**src/rtl/fb_write_sched_if.sv**
```systemverilog
// Bus bundle for the framebuffer write scheduler: rasterizer stream, fill command
// and the registered pixel-write port toward the framebuffer.
interface fb_write_sched_if;
    logic        rast_valid;
    logic        rast_ready;
    logic [10:0] rast_x;
    logic [10:0] rast_y;
    logic [15:0] rast_z;
    logic [1:0]  rast_color;
    logic        fill_start;
    logic [10:0] fill_x0;
    logic [10:0] fill_y0;
    logic [10:0] fill_x1;
    logic [10:0] fill_y1;
    logic [15:0] fill_z;
    logic [1:0]  fill_color;
    logic        fill_busy;
    logic [10:0] x;
    logic [10:0] y;
    logic [15:0] z;
    logic [1:0]  pixel_color;
    logic        pixel_write;
    logic [15:0] drop_count;

    modport slave (
        input  rast_valid, rast_x, rast_y, rast_z, rast_color,
        input  fill_start, fill_x0, fill_y0, fill_x1, fill_y1, fill_z, fill_color,
        output rast_ready, fill_busy, x, y, z, pixel_color, pixel_write, drop_count
    );

    modport master (
        output rast_valid, rast_x, rast_y, rast_z, rast_color,
        output fill_start, fill_x0, fill_y0, fill_x1, fill_y1, fill_z, fill_color,
        input  rast_ready, fill_busy, x, y, z, pixel_color, pixel_write, drop_count
    );
endinterface

```
**src/rtl/fb_write_sched.sv**
```systemverilog
// Shares the framebuffer pixel-write port between the rasterizer stream and a
// rectangle-fill engine, round-robin on contention, dropping off-screen pixels.
module fb_write_sched #(
    parameter int XMAX = 640,
    parameter int YMAX = 480
) (
    input  logic             clk50,
    input  logic             reset,
    fb_write_sched_if.slave  bus
);
    typedef enum logic {IDLE, RUN} state_t;

    localparam logic [10:0] XLIM  = 11'(XMAX);
    localparam logic [10:0] YLIM  = 11'(YMAX);
    localparam logic [10:0] XLAST = 11'(XMAX - 1);
    localparam logic [10:0] YLAST = 11'(YMAX - 1);

    state_t      r_state;
    logic        r_lastGrantR;
    logic [10:0] r_cursorX;
    logic [10:0] r_cursorY;
    logic [10:0] r_fillX0;
    logic [10:0] r_fillX1;
    logic [10:0] r_fillY1;
    logic [15:0] r_fillZ;
    logic [1:0]  r_fillColor;
    logic        r_busy;
    logic [10:0] r_outX;
    logic [10:0] r_outY;
    logic [15:0] r_outZ;
    logic [1:0]  r_outColor;
    logic        r_write;
    logic [15:0] r_dropCount;

    logic [10:0] w_x1Clamped;
    logic [10:0] w_y1Clamped;
    logic        w_cmdOk;
    logic        w_rastReady;
    logic        w_grantR;
    logic        w_grantF;
    logic        w_rastInRange;
    logic        w_fillLast;

    assign w_x1Clamped   = (bus.fill_x1 > XLAST) ? XLAST : bus.fill_x1;
    assign w_y1Clamped   = (bus.fill_y1 > YLAST) ? YLAST : bus.fill_y1;
    assign w_cmdOk       = (bus.fill_x0 <= w_x1Clamped) && (bus.fill_y0 <= w_y1Clamped)
                           && (bus.fill_x0 < XLIM) && (bus.fill_y0 < YLIM);

    // The rasterizer is held off only when the fill is owed its turn.
    assign w_rastReady   = !((r_state == RUN) && r_lastGrantR);
    assign w_grantR      = bus.rast_valid && w_rastReady;
    assign w_grantF      = (r_state == RUN) && !w_grantR;
    assign w_rastInRange = (bus.rast_x < XLIM) && (bus.rast_y < YLIM);
    assign w_fillLast    = (r_cursorX == r_fillX1) && (r_cursorY == r_fillY1);

    always_ff @(posedge clk50 or posedge reset) begin
        if (reset) begin
            r_state      <= IDLE;
            r_lastGrantR <= 1'b0;
            r_cursorX    <= '0;
            r_cursorY    <= '0;
            r_fillX0     <= '0;
            r_fillX1     <= '0;
            r_fillY1     <= '0;
            r_fillZ      <= '0;
            r_fillColor  <= '0;
            r_busy       <= 1'b0;
            r_outX       <= '0;
            r_outY       <= '0;
            r_outZ       <= '0;
            r_outColor   <= '0;
            r_write      <= 1'b0;
            r_dropCount  <= '0;
        end else begin
            r_write <= 1'b0;

            if (w_grantR) begin
                r_lastGrantR <= 1'b1;
                if (w_rastInRange) begin
                    r_outX     <= bus.rast_x;
                    r_outY     <= bus.rast_y;
                    r_outZ     <= bus.rast_z;
                    r_outColor <= bus.rast_color;
                    r_write    <= 1'b1;
                end else if (r_dropCount != 16'hFFFF) begin
                    r_dropCount <= r_dropCount + 16'd1;
                end
            end else if (w_grantF) begin
                r_lastGrantR <= 1'b0;
                r_outX       <= r_cursorX;
                r_outY       <= r_cursorY;
                r_outZ       <= r_fillZ;
                r_outColor   <= r_fillColor;
                r_write      <= 1'b1;
            end

            case (r_state)
                IDLE: begin
                    if (bus.fill_start && w_cmdOk) begin
                        r_fillX0    <= bus.fill_x0;
                        r_fillX1    <= w_x1Clamped;
                        r_fillY1    <= w_y1Clamped;
                        r_fillZ     <= bus.fill_z;
                        r_fillColor <= bus.fill_color;
                        r_cursorX   <= bus.fill_x0;
                        r_cursorY   <= bus.fill_y0;
                        r_busy      <= 1'b1;
                        r_state     <= RUN;
                    end
                end
                RUN: begin
                    if (w_grantF) begin
                        if (w_fillLast) begin
                            r_busy  <= 1'b0;
                            r_state <= IDLE;
                        end else if (r_cursorX == r_fillX1) begin
                            r_cursorX <= r_fillX0;
                            r_cursorY <= r_cursorY + 11'd1;
                        end else begin
                            r_cursorX <= r_cursorX + 11'd1;
                        end
                    end
                end
                default: r_state <= IDLE;
            endcase
        end
    end

    assign bus.rast_ready  = w_rastReady;
    assign bus.fill_busy   = r_busy;
    assign bus.x           = r_outX;
    assign bus.y           = r_outY;
    assign bus.z           = r_outZ;
    assign bus.pixel_color = r_outColor;
    assign bus.pixel_write = r_write;
    assign bus.drop_count  = r_dropCount;
endmodule

```
**src/flat_wrapper.sv**
```systemverilog
// flat-port wrapper written by rule: the top's interface ports become plain ports
module fb_write_sched_flat 
#(
    parameter int XMAX = 640,
    parameter int YMAX = 480
)
  (clk50, reset, bus_rast_valid, bus_rast_x, bus_rast_y, bus_rast_z, bus_rast_color, bus_fill_start, bus_fill_x0, bus_fill_y0, bus_fill_x1, bus_fill_y1, bus_fill_z, bus_fill_color, bus_rast_ready, bus_fill_busy, bus_x, bus_y, bus_z, bus_pixel_color, bus_pixel_write, bus_drop_count);
  fb_write_sched_if bus_i ();
  input  logic clk50;
  input  logic reset;
  input wire logic [$bits(bus_i.rast_valid)-1:0] bus_rast_valid;
  input wire logic [$bits(bus_i.rast_x)-1:0] bus_rast_x;
  input wire logic [$bits(bus_i.rast_y)-1:0] bus_rast_y;
  input wire logic [$bits(bus_i.rast_z)-1:0] bus_rast_z;
  input wire logic [$bits(bus_i.rast_color)-1:0] bus_rast_color;
  input wire logic [$bits(bus_i.fill_start)-1:0] bus_fill_start;
  input wire logic [$bits(bus_i.fill_x0)-1:0] bus_fill_x0;
  input wire logic [$bits(bus_i.fill_y0)-1:0] bus_fill_y0;
  input wire logic [$bits(bus_i.fill_x1)-1:0] bus_fill_x1;
  input wire logic [$bits(bus_i.fill_y1)-1:0] bus_fill_y1;
  input wire logic [$bits(bus_i.fill_z)-1:0] bus_fill_z;
  input wire logic [$bits(bus_i.fill_color)-1:0] bus_fill_color;
  output wire logic [$bits(bus_i.rast_ready)-1:0] bus_rast_ready;
  output wire logic [$bits(bus_i.fill_busy)-1:0] bus_fill_busy;
  output wire logic [$bits(bus_i.x)-1:0] bus_x;
  output wire logic [$bits(bus_i.y)-1:0] bus_y;
  output wire logic [$bits(bus_i.z)-1:0] bus_z;
  output wire logic [$bits(bus_i.pixel_color)-1:0] bus_pixel_color;
  output wire logic [$bits(bus_i.pixel_write)-1:0] bus_pixel_write;
  output wire logic [$bits(bus_i.drop_count)-1:0] bus_drop_count;
  assign bus_i.rast_valid = bus_rast_valid;
  assign bus_i.rast_x = bus_rast_x;
  assign bus_i.rast_y = bus_rast_y;
  assign bus_i.rast_z = bus_rast_z;
  assign bus_i.rast_color = bus_rast_color;
  assign bus_i.fill_start = bus_fill_start;
  assign bus_i.fill_x0 = bus_fill_x0;
  assign bus_i.fill_y0 = bus_fill_y0;
  assign bus_i.fill_x1 = bus_fill_x1;
  assign bus_i.fill_y1 = bus_fill_y1;
  assign bus_i.fill_z = bus_fill_z;
  assign bus_i.fill_color = bus_fill_color;
  assign bus_rast_ready = bus_i.rast_ready;
  assign bus_fill_busy = bus_i.fill_busy;
  assign bus_x = bus_i.x;
  assign bus_y = bus_i.y;
  assign bus_z = bus_i.z;
  assign bus_pixel_color = bus_i.pixel_color;
  assign bus_pixel_write = bus_i.pixel_write;
  assign bus_drop_count = bus_i.drop_count;
  fb_write_sched #(.XMAX(XMAX), .YMAX(YMAX)) u_core (.clk50(clk50), .reset(reset), .bus(bus_i));
endmodule
```
**config.mk**
```make
export PLATFORM = sky130hd
export DESIGN_NAME = fb_write_sched_flat
export DESIGN_NICKNAME = d
export VERILOG_FILES = /design/src/rtl/fb_write_sched_if.sv /design/src/rtl/fb_write_sched.sv /design/src/flat_wrapper.sv
export SDC_FILE = /design/constraint.sdc
export NUM_CORES = 1
export LEC_CHECK = 0
export ABC_AREA = 1
export ABC_CLOCK_PERIOD_IN_PS = 4400
export CAP_MARGIN = 0
export CORE_UTILIZATION = 48
export CTS_BUF_LIST = sky130_fd_sc_hd__clkbuf_8
export DETAILED_ROUTE_END_ITERATION = 10
export PLACE_DENSITY = 0.88
export SETUP_SLACK_MARGIN = 0.5
export SLEW_MARGIN = 10
export SYNTH_ARGS = -nofsm -noshare
export SYNTH_HDL_FRONTEND = slang
export SYNTH_SLANG_ARGS = --single-unit
```
**constraint.sdc**
```tcl
create_clock -name clk50 -period 4.4 [get_ports clk50]
set_clock_uncertainty 0.15 [all_clocks]
set_input_delay 0.88 -clock clk50 [delete_from_list [all_inputs] [get_ports clk50]]
set_output_delay 0.88 -clock clk50 [all_outputs]
set_load 0.05 [all_outputs]
```
# ---- Yosys cells after proc, flatten, opt, wreduce, memory -nomap -nowiden
# Cells that the tools add are included.
dict set report totals {
  ramBits 0
  wordCells 93
  mem_bits_ro 0
  in_bits 106
  latchBits 0
  output_inout_bits 59
  reg_bits 133
  memories 0
}
dict set report op_classes {
  n_mux 37
  bitwise_logic 2
  n_mul 0
  reduce_logical 18
  eq_ne 9
  shifts 0
  n_addsub 3
  order_cmp 8
  div_mod_pow 0
}
# operator count
set ops {}
lappend ops {{two-way mux 11 bit} 16}
lappend ops {{two-way mux 16 bit} 3}
lappend ops {{case mux 11 bit (2 select lines)} 2}
lappend ops {{adder 11 x 1 -> 11 bit, second input constant} 2}
lappend ops {{== test 11 bit} 2}
lappend ops {{<= comparator 11 bit} 2}
lappend ops {{< comparator 11 x 10 -> 1 bit, second input constant} 2}
lappend ops {{< comparator 11 x 9 -> 1 bit, second input constant} 2}
lappend ops {{adder 16 x 1 -> 16 bit, second input constant} 1}
lappend ops {{!= test 16 bit, second input constant} 1}
lappend ops {{greater-than comparator 11 x 10 -> 1 bit, second input constant} 1}
lappend ops {{greater-than comparator 11 x 9 -> 1 bit, second input constant} 1}
lappend ops {{two-way mux 1 bit} 11}
lappend ops {{!= test 2 bit, second input constant} 5}
lappend ops {{logical AND 1 bit} 9}
lappend ops {{AND reduction 3 bit} 3}
lappend ops {{two-way mux 2 bit} 3}
lappend ops {{case mux 1 bit (2 select lines)} 2}
lappend ops {{AND reduction 2 bit} 2}
lappend ops {{AND reduction 4 bit} 1}
lappend ops {{logical NOT 1 bit} 2}
lappend ops {{!= test 2 x 1 -> 1 bit, second input constant} 1}
lappend ops {{inverter 1 bit} 2}
lappend ops {{nonzero test 2 bit} 1}

# ---- Logic depth before layout (Yosys ltp)
dict set report depth {
  ltp_word 9
  ltp_mapped 18
  ltp_nobuf 17
}

# ---- Worst setup path before layout
# OpenSTA, ideal clock, no wires.
dict set report synth_timing {
  path_kind {input-to-reg}
  startpoint {in bus_fill_x1[8]}
  endpoint {reg u_core.r_fillX1[5]}
  setup_slack_ps 1351
  path_buffers 2
  arrival_ps 2776
  cell_stages 16
  setup_ps 123
  cell_sequence {or2_2 a21oi_1 inv_1 nor2_1 ha_1 nand2_1 nor2_1 and2_1 nand2_1 nand3_1 nand2_1 nand3_1 buf_4 buf_4 nand2_1 o21ai_1}
}
dict set report synth_via {
  elab_chain_len 8
}
# element line
set synth_rtl {}
lappend synth_rtl {{start, declared} flat_wrapper.sv:19} ;# input wire logic [$bits(bus_i.fill_x1)-1:0] bus_fill_x1;
lappend synth_rtl {{greater-than comparator 11 x 10 -> 1 bit} fb_write_sched.sv:44} ;# assign w_x1Clamped = (bus.fill_x1 > XLAST) ? XLAST : bus.fill_x1;
lappend synth_rtl {{two-way mux 11 bit *} fb_write_sched.sv:44}
lappend synth_rtl {{<= comparator 11 bit} fb_write_sched.sv:46} ;# assign w_cmdOk = (bus.fill_x0 <= w_x1Clamped) && (bus.fill_y0 <= w_y1Clamped)
lappend synth_rtl {{logical AND 1 bit} fb_write_sched.sv:46}
lappend synth_rtl {{logical AND 1 bit (2 in series)} fb_write_sched.sv:47} ;# && (bus.fill_x0 < XLIM) && (bus.fill_y0 < YLIM);
lappend synth_rtl {{logical AND 1 bit} fb_write_sched.sv:99} ;# if (bus.fill_start && w_cmdOk) begin
lappend synth_rtl {{AND reduction 2 bit (no line)} -}
lappend synth_rtl {{end signal, assigned} fb_write_sched.sv:101} ;# r_fillX1 <= w_x1Clamped;
lappend synth_rtl {{end, declared} fb_write_sched.sv:23} ;# logic [10:0] r_fillX1;
# Mark *: on every way between the ends. The rest lies on a longest branch, timed or not.
# A chain may end at the register's enable or synchronous reset.

# ---- Worst setup path in the final report
dict set report layout_timing {
  startpoint {in bus_fill_x1[8]}
  endpoint {reg u_core.r_cursorY[5]}
}
dict set report layout_via {
  elab_chain_len 9
}
# element line
set layout_rtl {}
lappend layout_rtl {{greater-than comparator 11 x 10 -> 1 bit} fb_write_sched.sv:44}
lappend layout_rtl {{two-way mux 11 bit *} fb_write_sched.sv:44}
lappend layout_rtl {{<= comparator 11 bit *} fb_write_sched.sv:46}
lappend layout_rtl {{logical AND 1 bit *} fb_write_sched.sv:46}
lappend layout_rtl {{logical AND 1 bit * (2 in series)} fb_write_sched.sv:47}
lappend layout_rtl {{logical AND 1 bit *} fb_write_sched.sv:99}
lappend layout_rtl {{!= test 2 x 1 -> 1 bit (no line) *} -}
lappend layout_rtl {{AND reduction 4 bit (no line) *} -}
lappend layout_rtl {{end signal, assigned} fb_write_sched.sv:106} ;# r_cursorY <= bus.fill_y0;
lappend layout_rtl {{end signal, assigned} fb_write_sched.sv:118} ;# r_cursorY <= r_cursorY + 11'd1;
lappend layout_rtl {{end, declared} fb_write_sched.sv:21} ;# logic [10:0] r_cursorY;
# Marked as above.

==> results.cfg <==
[status]
status = complete, no violations

[setup_path]
max_stage_delay_ns = 0.41
reg2reg_depth = 12
worstSetupPathType = in2reg
crit_path_frequent_cell = nand2_1
critical_path_depth = 16
critPathCaptureType = flip-flop
critPathSlowestCell = clkdlybuf4s50_1
arrival_ns = 3.64
crit_fanout = 14
cp.required_ns = 4.59
worst-path-buf-inv = 2
start_kind = primary input
cp_cell_sequence = clkdlybuf4s50_1 > or2_2 > a21oi_1 > inv_1 > nor2_1 > ha_1 > a21oi_1 > o21ai_0 > nand2_1 > nand3_1 > nand2_1 > nand3_4 > nand2_2 > nand2_2 > nand2_1 > nand2_1
path_delay_family = simple AND/OR/NAND/NOR gates

[sta]
setup-violations-final = 0
drv_slew = 0
fin_crit_sh_pct = 78.42
timing.max_slew.rel_slack_pct = 47.00
holdWs_ns = 0.3199
post-route-min-period_ns = 3.451
max_clock_freq_mhz = 289.8
finalSetupTns_ns = 0
rsz0062_at_grt = false
tightest_slew_ns = 0.7941
timing_hold_violations_final = 0

[floorplan]
die-area_um2 = 16360
die_h_um = 127.9
dieWidth_um = 127.9
core_area_um2 = 15310
num_io_pins = 165
start_util_pct = 49.70
row_count = 45

[final_layout]
final_common_cell = nand2_1
antenna_cells = 0
final_cell_mix = nand2_1, clkdlybuf4s50_1, dfrtp_1
drive_gt1_share_pct = 4.649
fin_nets = 1305
fill_cells = 1335
areaGrowthSynthToFinish_pct = 27.47

[synth]
synth_xor_area_share_pct = 3.896
syn_area_per_cell_um2 = 7.375
syn-cell-area_um2 = 7611
synth_seq_area_share_pct = 43.73
syn_inst = 1032
synthMuxAreaShare_pct = 0
synthSimpleGateAreaFrac_pct = 30.17
ys.flop_type = dfrtp_1
yosysUniqueCellTypes = 38
synth_enable_flop_cells = 0
synth_compound_area_share_pct = 9.206
synth_fa_ha_area_share_pct = 4.110
synth_seq_cells = 133
synth-async-reset-ratio_pct = 100.0
yosysWarnings = 0
synth_top_family_by_area = simple AND/OR/NAND/NOR gates

[pwr]
p_leak_uw = 0.004721
power_frac_comb_pct = 48.6
p_int_uw = 3208
switching_share_pct = 45.75
pwr-share-clk_pct = 16.6
switching_power_uw = 2705
pwr-share-seq_pct = 34.8
p_per_area_nw_per_um2 = 609.4
irDropWorstVdd_v = 0.0003022

[clocking]
clock_path_buffers = 2
ctsRootBufferMaster = clkbuf_8
numCtsBuffers = 17
hold_buffers = 0
post_cts_resized = 0
cts.sinks = 133
cts_max_level = 4
tritoncts = built
cts_setup_buffers = 0
insertion_delay_ns = 0.45
cts.clk_slew.worst_paths_ns = 0.07

[global_routing]
grt_pass1_vias = 6586
grt_pass1_wl_um = 31860
track_usage_pct = 24.92
grt_max_degree = 134
antenna_found_initial = 0
overflow = 0

[run]
max-cap-violations = 0

[route]
drc = 0
vias = 7114
dr.pass1.iters = 5
post_drt_wl_per_cell_um = 13.74
drtAntennaViolNets = 0
drtIter0Drc = 726
totalWireLength_um = 19160
avgViaCountPerCell = 5.103

[place]
hpwlAfterDp_um = 14070
port_buffers = 164
gp_congestion = 0.8997

[hold_path]
min_path_cells = 2
worstHoldPathType = reg2reg
[per-layer routing]
metal / global-route usage [%] / up-vias / wire length, um
met4: 9.135 / 0 / 412
met1: 33.32 / 3209 / 8643
li1: - / 3583 / -
met5: 0 / - / 0
met2: 40.09 / 286 / 8713
met3: 5.050 / 36 / 1386
[Yosys cell counts (2+ instances only)]
| library cell | n | area [um^2] |
|---|---|---|
| ha_1 | 25 | 312.8 |
| a21oi_1 | 9 | 45.04 |
| nand3_1 | 77 | 385.4 |
| nand2_1 | 363 | 1363 |
| xnor2_1 | 16 | 140.1 |
| buf_2 | 22 | 110.1 |
| nand4_1 | 14 | 87.58 |
| nand2_2 | 7 | 43.79 |
| nand3_2 | 2 | 20.02 |
| or2_0 | 2 | 12.51 |
| a31oi_1 | 26 | 162.7 |
| nor2_1 | 70 | 262.8 |
| clkbuf_1 | 11 | 41.29 |
| buf_6 | 3 | 33.78 |
| nor2_2 | 4 | 25.02 |
| o21ai_0 | 47 | 235.2 |
| dfrtp_1 | 133 | 3328 |
| buf_4 | 12 | 90.09 |
| nor3_1 | 8 | 40.04 |
| xor2_1 | 16 | 140.1 |
| or2_2 | 2 | 12.51 |
| inv_2 | 3 | 11.26 |
| inv_1 | 99 | 371.6 |
| o21ai_1 | 47 | 235.2 |
[power by group through the flow]
stage	clock network (uW)	registers, uW	logic [uW]
2_1_floorplan	0	2730	1330
3_3_place_gp	0	2050	2810
3_5_place_dp	0	2070	2880
4_1_cts	1000	2050	2880
5_1_grt	1060	2120	3140
6_report	983	2060	2870
[worst paths after layout]
check	to	slack, ns	from
setup / recovery	u_core.r_cursorY[5]	0.95	bus_fill_x1[8]
setup reg to reg	u_core.r_cursorY[5]	1.72	u_core.r_cursorX[7]
hold reg to reg	u_core.r_fillX0[10]	0.32	u_core.r_fillX0[10]
min in group asynchronous	u_core.bus.z[6]	0.80	reset
max in group asynchronous	u_core.r_cursorX[1]	2.75	reset
hold / removal	u_core.r_fillX0[10]	0.32	u_core.r_fillX0[10]
[flip-flops by register name, indices dropped and copies added, names as in the netlist, 11 cells and up]
register / flops
u_core.r_cursorY: 11
u_core.r_fillZ: 16
u_core.bus.y: 11
u_core.bus.z: 16
u_core.r_fillX0: 11
u_core.r_cursorX: 11
u_core.bus.x: 11
u_core.r_fillY1: 11
u_core.r_fillX1: 11
u_core.bus.drop_count: 16
[tightest hold or removal path, stage by stage, from the launching register on]
cell and delay (ns):
dfrtp_1 0.35, nand2_1 0.05, inv_1 0.04
[cells by family after synthesis]
logic type      after synthesis
other cells                   1
flops                       133
fa+ha+maj                    25
buf+inv                     153
simple gates                555
xor+xnor                     33
compound gates              132
[metrics by stage]
stage / cells / power [uW] / utilization (%) / setup slack (ns) / cell area, um^2
finish: 1394 / 5912 / 63.35 / 0.9494 / 9702
global route: 1394 / 6320 / 63.35 / 0.7156 / 9702
CTS: 1394 / 5941 / 63.35 / 0.9735 / 9702
detailed placement: 1366 / 4951 / 60.92 / 0.4915 / 9330
global placement: 1366 / 4865 / 60.92 / 0.6451 / 9330
floorplan: 1034 / 4063 / - / 1.351 / 7622
[area by class of cell]
cell class                 count  area, um^2  area share, %
clock buffer                  21       289.0          2.979
clock inverter                 7       82.58         0.8512
inverter                     104       396.6          4.088
multi-input combinational    748        3630          37.41
sequential                   133        3328          34.30
tap                          211       264.0          2.721
timing repair buffer         170        1712          17.64
No activity file was read; power rests on OpenSTA's default activity.
